--- config.mk ---
export PLATFORM = sky130hd
export DESIGN_NAME = wide_shift_sequencer
export DESIGN_NICKNAME = d
export VERILOG_FILES = /design/src/rtl/wide_shift_sequencer.sv
export SDC_FILE = /design/constraint.sdc
export NUM_CORES = 1
export LEC_CHECK = 0
export ABC_AREA = 1
export ABC_CLOCK_PERIOD_IN_PS = 3500
export BUFFER_PORTS_ARGS = -buffer_cell sky130_fd_sc_hd__buf_2
export CAP_MARGIN = 15
export CORE_MARGIN = 2
export CORE_UTILIZATION = 30
export DETAILED_ROUTE_END_ITERATION = 8
export MAX_ROUTING_LAYER = met4
export PLACE_DENSITY = 0.46
export RECOVER_POWER = 50
export SLEW_MARGIN = 20
export SYNTH_ARGS = -nofsm -noshare
export SYNTH_HDL_FRONTEND = slang
export SYNTH_SLANG_ARGS = --single-unit
--- constraint.sdc ---
create_clock -name clk -period 3.5 [get_ports clk]
set_input_delay 0.525 -clock clk [delete_from_list [all_inputs] [get_ports clk]]
set_output_delay 0.525 -clock clk [all_outputs]
set_load 0.01 [all_outputs]
--- src/rtl/wide_shift_sequencer.sv ---
// Streams a W-bit shift one nibble per cycle through an external 4-bit shifter.
// Optional result flags (rsp_zero, rsp_last_out) are enabled by WIDE_SHIFT_FLAGS_EN.
module wide_shift_sequencer #(
  parameter int NIBBLES = 4,
  parameter int AMT_W   = $clog2(4*NIBBLES)
) (
  input  logic                   clk,
  input  logic                   rst_n,
  input  logic                   req_valid,
  output logic                   req_ready,
  input  logic [4*NIBBLES-1:0]   req_op,
  input  logic [AMT_W-1:0]       req_amt,
  input  logic                   req_dir,
  input  logic                   req_arith,
  output logic [3:0]             shf_a,
  output logic [3:0]             shf_b,
  input  logic [3:0]             shf_x,
  input  logic [3:0]             shf_y,
  output logic                   rsp_valid,
  input  logic                   rsp_ready,
`ifdef WIDE_SHIFT_FLAGS_EN
  output logic                   rsp_zero,
  output logic                   rsp_last_out,
`endif
  output logic [4*NIBBLES-1:0]   rsp_data
);

  localparam int W   = 4*NIBBLES;
  localparam int NW  = AMT_W-2;
  localparam int AW1 = AMT_W+1;

  typedef enum logic [1:0] {IDLE, RUN, DONE} state_t;

  state_t          state;
  logic [W-1:0]    op;
  logic            dir;
  logic            fill;
  logic [NW-1:0]   nib_off;
  logic [1:0]      bit_off;
  logic [2:0]      cnt;
  logic [3:0]      carry;

  logic [2:0]      i_idx;
  logic [4:0]      j_idx;
  logic [3:0]      src;
  logic [W-1:0]    result_next;
  logic            fill_in;

  assign fill_in = req_dir & req_arith & req_op[W-1];

  // Out-of-range source indices wrap far above NIBBLES, so they never match
  // and the fill nibble is selected.
  always_comb begin
    i_idx = dir ? (3'(NIBBLES-1) - cnt) : cnt;
    j_idx = dir ? ({2'b00, i_idx} + 5'(nib_off)) : ({2'b00, i_idx} - 5'(nib_off));
    src   = {4{fill}};
    for (int unsigned k = 0; k < NIBBLES; k++) begin
      if (j_idx == 5'(k)) src = op[4*k +: 4];
    end
    result_next = rsp_data;
    for (int unsigned k = 0; k < NIBBLES; k++) begin
      if (i_idx == 3'(k)) result_next[4*k +: 4] = shf_x | carry;
    end
  end

  assign shf_a = (state == RUN) ? src : '0;
  assign shf_b = (state == RUN) ? {1'b0, bit_off, dir} : '0;

`ifdef WIDE_SHIFT_FLAGS_EN
  logic last_in;
  logic last_q;

  always_comb begin
    last_in = 1'b0;
    for (int unsigned k = 0; k < W; k++) begin
      if (req_amt != '0) begin
        if (!req_dir && (({1'b0, req_amt} + AW1'(k)) == AW1'(W))) last_in = req_op[k];
        if ( req_dir && ({1'b0, req_amt} == AW1'(k+1)))          last_in = req_op[k];
      end
    end
  end
`endif

  always_ff @(posedge clk or negedge rst_n) begin
    if (!rst_n) begin
      state     <= IDLE;
      op        <= '0;
      dir       <= 1'b0;
      fill      <= 1'b0;
      nib_off   <= '0;
      bit_off   <= '0;
      cnt       <= '0;
      carry     <= '0;
      req_ready <= 1'b1;
      rsp_valid <= 1'b0;
      rsp_data  <= '0;
`ifdef WIDE_SHIFT_FLAGS_EN
      last_q       <= 1'b0;
      rsp_zero     <= 1'b0;
      rsp_last_out <= 1'b0;
`endif
    end else begin
      case (state)
        IDLE: begin
          if (req_valid) begin
            op        <= req_op;
            dir       <= req_dir;
            fill      <= fill_in;
            nib_off   <= req_amt[AMT_W-1:2];
            bit_off   <= req_amt[1:0];
            cnt       <= '0;
            carry     <= (req_dir && fill_in) ? ~(4'hF >> req_amt[1:0]) : '0;
            req_ready <= 1'b0;
            state     <= RUN;
`ifdef WIDE_SHIFT_FLAGS_EN
            last_q    <= last_in;
`endif
          end
        end
        RUN: begin
          rsp_data <= result_next;
          carry    <= shf_y;
          cnt      <= cnt + 3'd1;
          if (cnt == 3'(NIBBLES-1)) begin
            state     <= DONE;
            rsp_valid <= 1'b1;
`ifdef WIDE_SHIFT_FLAGS_EN
            rsp_zero     <= (result_next == '0);
            rsp_last_out <= last_q;
`endif
          end
        end
        DONE: begin
          if (rsp_ready) begin
            rsp_valid <= 1'b0;
            req_ready <= 1'b1;
            state     <= IDLE;
          end
        end
        default: state <= IDLE;
      endcase
    end
  end

endmodule

==> flow_metrics.py <==
metrics = {
    "run_status": {
        "status": "finished with violations",
        "violations": "capacitance limit, slew limit",
    },
    "pwr": {
        "clkPwrFrac_pct": 9.1,
        "combPwrFrac_pct": 62.0,
        "peakVddDrop_mv": 0.514,
        "power.density_nw_per_um2": 1190,
        "p_seq_share_pct": 28.9,
        "swShare_pct": 47.9,
        "internal_power_mw": 1.84,
        "power_switching_mw": 1.69,
        "leakagePower_nw": 1.53,
    },
    "synth": {
        "netlist_top_cells_count": "nand2_1 (104), dfrtp_1 (48), o21ai_0 (31)",
        "yosys.cell_types.count": 34,
        "synth_area_sq_um": 2410,
        "synth_nets": 331,
        "synthFlopType": "dfrtp_1",
        "async_flop_share_pct": 100,
        "netlist.area_leader.share_pct": 49.8,
        "synth_cells": 289,
        "synth.most_common_cell": "nand2_1",
        "ys_warn_count": 0,
        "ys_seq_area_share_pct": 50.9,
        "synth_area_per_cell_sq_um": 8.35,
        "synth_edf_count": 0,
        "ys_ff_latch": 49,
        "yosys.area.top_type": "dfrtp_1",
        "synth.top_cells.by_area": "dfrtp_1 (50%), nand2_1 (16%), o21ai_0 (6.4%)",
    },
    "global_routing": {
        "grt_max_degree": 31,
        "first_global_vias": 1969,
        "grt_overflow": 0,
        "grt_first_pass_wirelength_um": 9350,
        "antenna_found_initial": 0,
        "track_usage_pct": 13.7,
    },
    "timing": {
        "skew_ps": 7.76,
        "finalHoldViolations": 0,
        "max_slew_margin_pct": -8.86,
        "max_freq_ghz": 0.303,
        "period_needed_ps": 3300,
        "holdWs_ps": 416,
        "setup_viol": 0,
        "report.final.slew_viol_count": 31,
        "tightest_slew_ps": 1630,
        "fin_crit_sh_pct": 94.1,
    },
    "critical_path": {
        "path_max_fanout": 6,
        "crit_arrival_ps": 2770,
        "cpMostUsedCell": "nand2_1",
        "start_kind": "register",
        "worstPathRequired_ps": 2970,
        "cp_slowest_cell": "dfrtp_2",
        "cp_slowest_stage_delay_ps": 500,
        "critPathKind": "register to primary output",
        "endpoint_kind": "primary output",
        "path_cells": "xor2_4 > inv_1 > ha_1 > inv_1 > fa_1 > nand2_2 > o21ai_4 > nor2_4 > nand2_1 > nand2_2 > nand3_1 > nand2_1 > nand2_1 > a21oi_2 > buf_2",
    },
    "route": {
        "dr.first_iter.drc_count": 73,
        "drtPass1Iterations": 6,
        "antenna_left": 0,
        "drcViolationCount": 0,
        "routed_via_density": 4.40,
        "routed_wl_um": 5570,
        "wl_per_cell_um": 12.2,
        "vias": 2014,
    },
    "placed_design": {
        "hpwlAfterDp_um": 4000,
        "dp.cells": 444,
        "place_congestion": 0.858,
        "port_buffers": 58,
    },
    "clocking": {
        "ctsHoldBuffers": 0,
        "cts.reportedPaths.clkPinSlew_ps": 90,
        "clk-insertion-delay-late_ps": 300,
        "htree_levels": 2,
        "clkSinkCount": 49,
        "root_buffer": "clkbuf_8",
        "cts-buffers-inserted": 5,
        "clockBufferDepth": 2,
        "cts_tree": "built",
    },
    "floorplanning": {
        "dieWidth_um": 93.7,
        "ios": 60,
        "initial_core_util_pct": 31.1,
        "fp.dieH_um": 93.7,
        "dieArea_sq_um": 8780,
        "core_area_sq_um": 7770,
        "fp-row-count": 32,
    },
    "flow_run": {
        "cap_violations": 1,
    },
    "final_layout": {
        "fillers": 853,
        "diodes": 0,
        "fin_cells": 458,
        "drive_gt1_share_pct": 23.9,
        "finalNetCount": 397,
        "syn_to_final_growth_pct": 22.8,
    },
    "hold_path": {
        "worstHoldPathType": "input port to register",
    },
}
[power by group through the flow]
stage	registers, mW	clock network (mW)	logic [mW]
2_1_floorplan	1.04	0	1.41
3_3_place_gp	1.03	0	1.97
3_5_place_dp	1.02	0	1.97
4_1_cts	1.02	0.342	1.98
5_1_grt	1.05	0.367	2.50
6_report	1.02	0.322	2.19
[sequential cells by signal, summed over array words and instances (netlist names)]
name,cells
rsp_data,16
rsp_valid,1
bit_off,2
op,16
state,2
cnt,3
nib_off,2
dir,1
fill,1
req_ready,1
carry,4
[routing by layer]
| layer | share of wire [%] | global-route usage [%] |
|---|---|---|
| met5 | 0 | - |
| met4 | 0.63 | 3.26 |
| met2 | 47 | 22.0 |
| met1 | 48 | 17.9 |
| met3 | 4.6 | 2.81 |
[final cells by class]
type	count	area (sq um)	area share [%]
clock buffer	7	76.3	2.58
timing repair buffer	67	345	11.7
inverter	29	111	3.76
clock inverter	1	5.00	0.169
multi-input combinational	203	1070	36.0
sequential	49	1230	41.5
tap	102	128	4.31
[path summary, 6_finish.rpt]
kind | endpoint | slack (ps) | start | cells past startpoint
min | op[11]$_DFFE_PN0P_ | 420 | req_op[11] | 3
min in group asynchronous | rsp_data[2]$_DFFE_PN0P_ | 630 | rst_n | 1
max | shf_a[3] | 200 | dir$_DFFE_PN0P_ | 15
max reg2reg | op[0]$_DFFE_PN0P_ | 1470 | state[0]$_DFFE_PN0P_ | 6
max in group asynchronous | cnt[0]$_DFFE_PN0P_ | 1090 | rst_n | 2
min reg2reg | req_ready$_DFFE_PN1P_ | 470 | req_ready$_DFFE_PN1P_ | 2
[layout by cell type (no fill, tap or decap), types with 3 or more instances in the layout]
| master | n |
|---|---|
| ha_1 | 6 |
| nor2_1 | 11 |
| nand3_1 | 21 |
| a21oi_2 | 4 |
| dfrtp_1 | 46 |
| clkbuf_1 | 13 |
| buf_2 | 48 |
| inv_1 | 25 |
| nand2_2 | 3 |
| clkbuf_8 | 5 |
| o21ai_0 | 31 |
| nand2_1 | 102 |
| buf_4 | 7 |
| a21oi_1 | 4 |
[critical path, delay by kind of cell, from the launching register on]
family,cells,cell delay [ps]
flops,1,500
xor+xnor,1,180
buf+inv,3,320
fa+ha+maj,2,620
compound gates,2,220
simple gates,7,640
[logic make-up (layout without fill, tap and decap cells)]
family,Yosys count,after routing,synth area share [%]
adder cells (fa/ha/maj),8,8,4.77
AND/OR/NAND/NOR,147,147,25.7
other,1,1,0.155
XOR/XNOR,2,2,1.04
flip-flops,49,49,50.9
AO/OA/AOI/OAI,45,45,10.7
buffers and inverters,37,104,6.74
[through the flow]
stage               setup WS, ps  util [%]  instance area, sq um  power, mW  TNS (ps)
floorplan                    666         -                  2410       2.45         0
detailed placement           231      36.1                  2800       2.99         0
finish                       205      38.1                  2960       3.53         0
global placement             249      36.1                  2800       3.00         0
CTS                         17.9      37.2                  2890       3.35         0
global route               -14.6      38.1                  2960       3.92     -18.8
[what timing repair did]
item                       4_1_cts  5_1_grt
buffers inserted                 0        6
hold endpoints to repair         0        0
pin swaps                        0        3
setup endpoints to repair        4        4
resized for setup                2       10
Note: power is estimated with default switching activity, not from simulation.
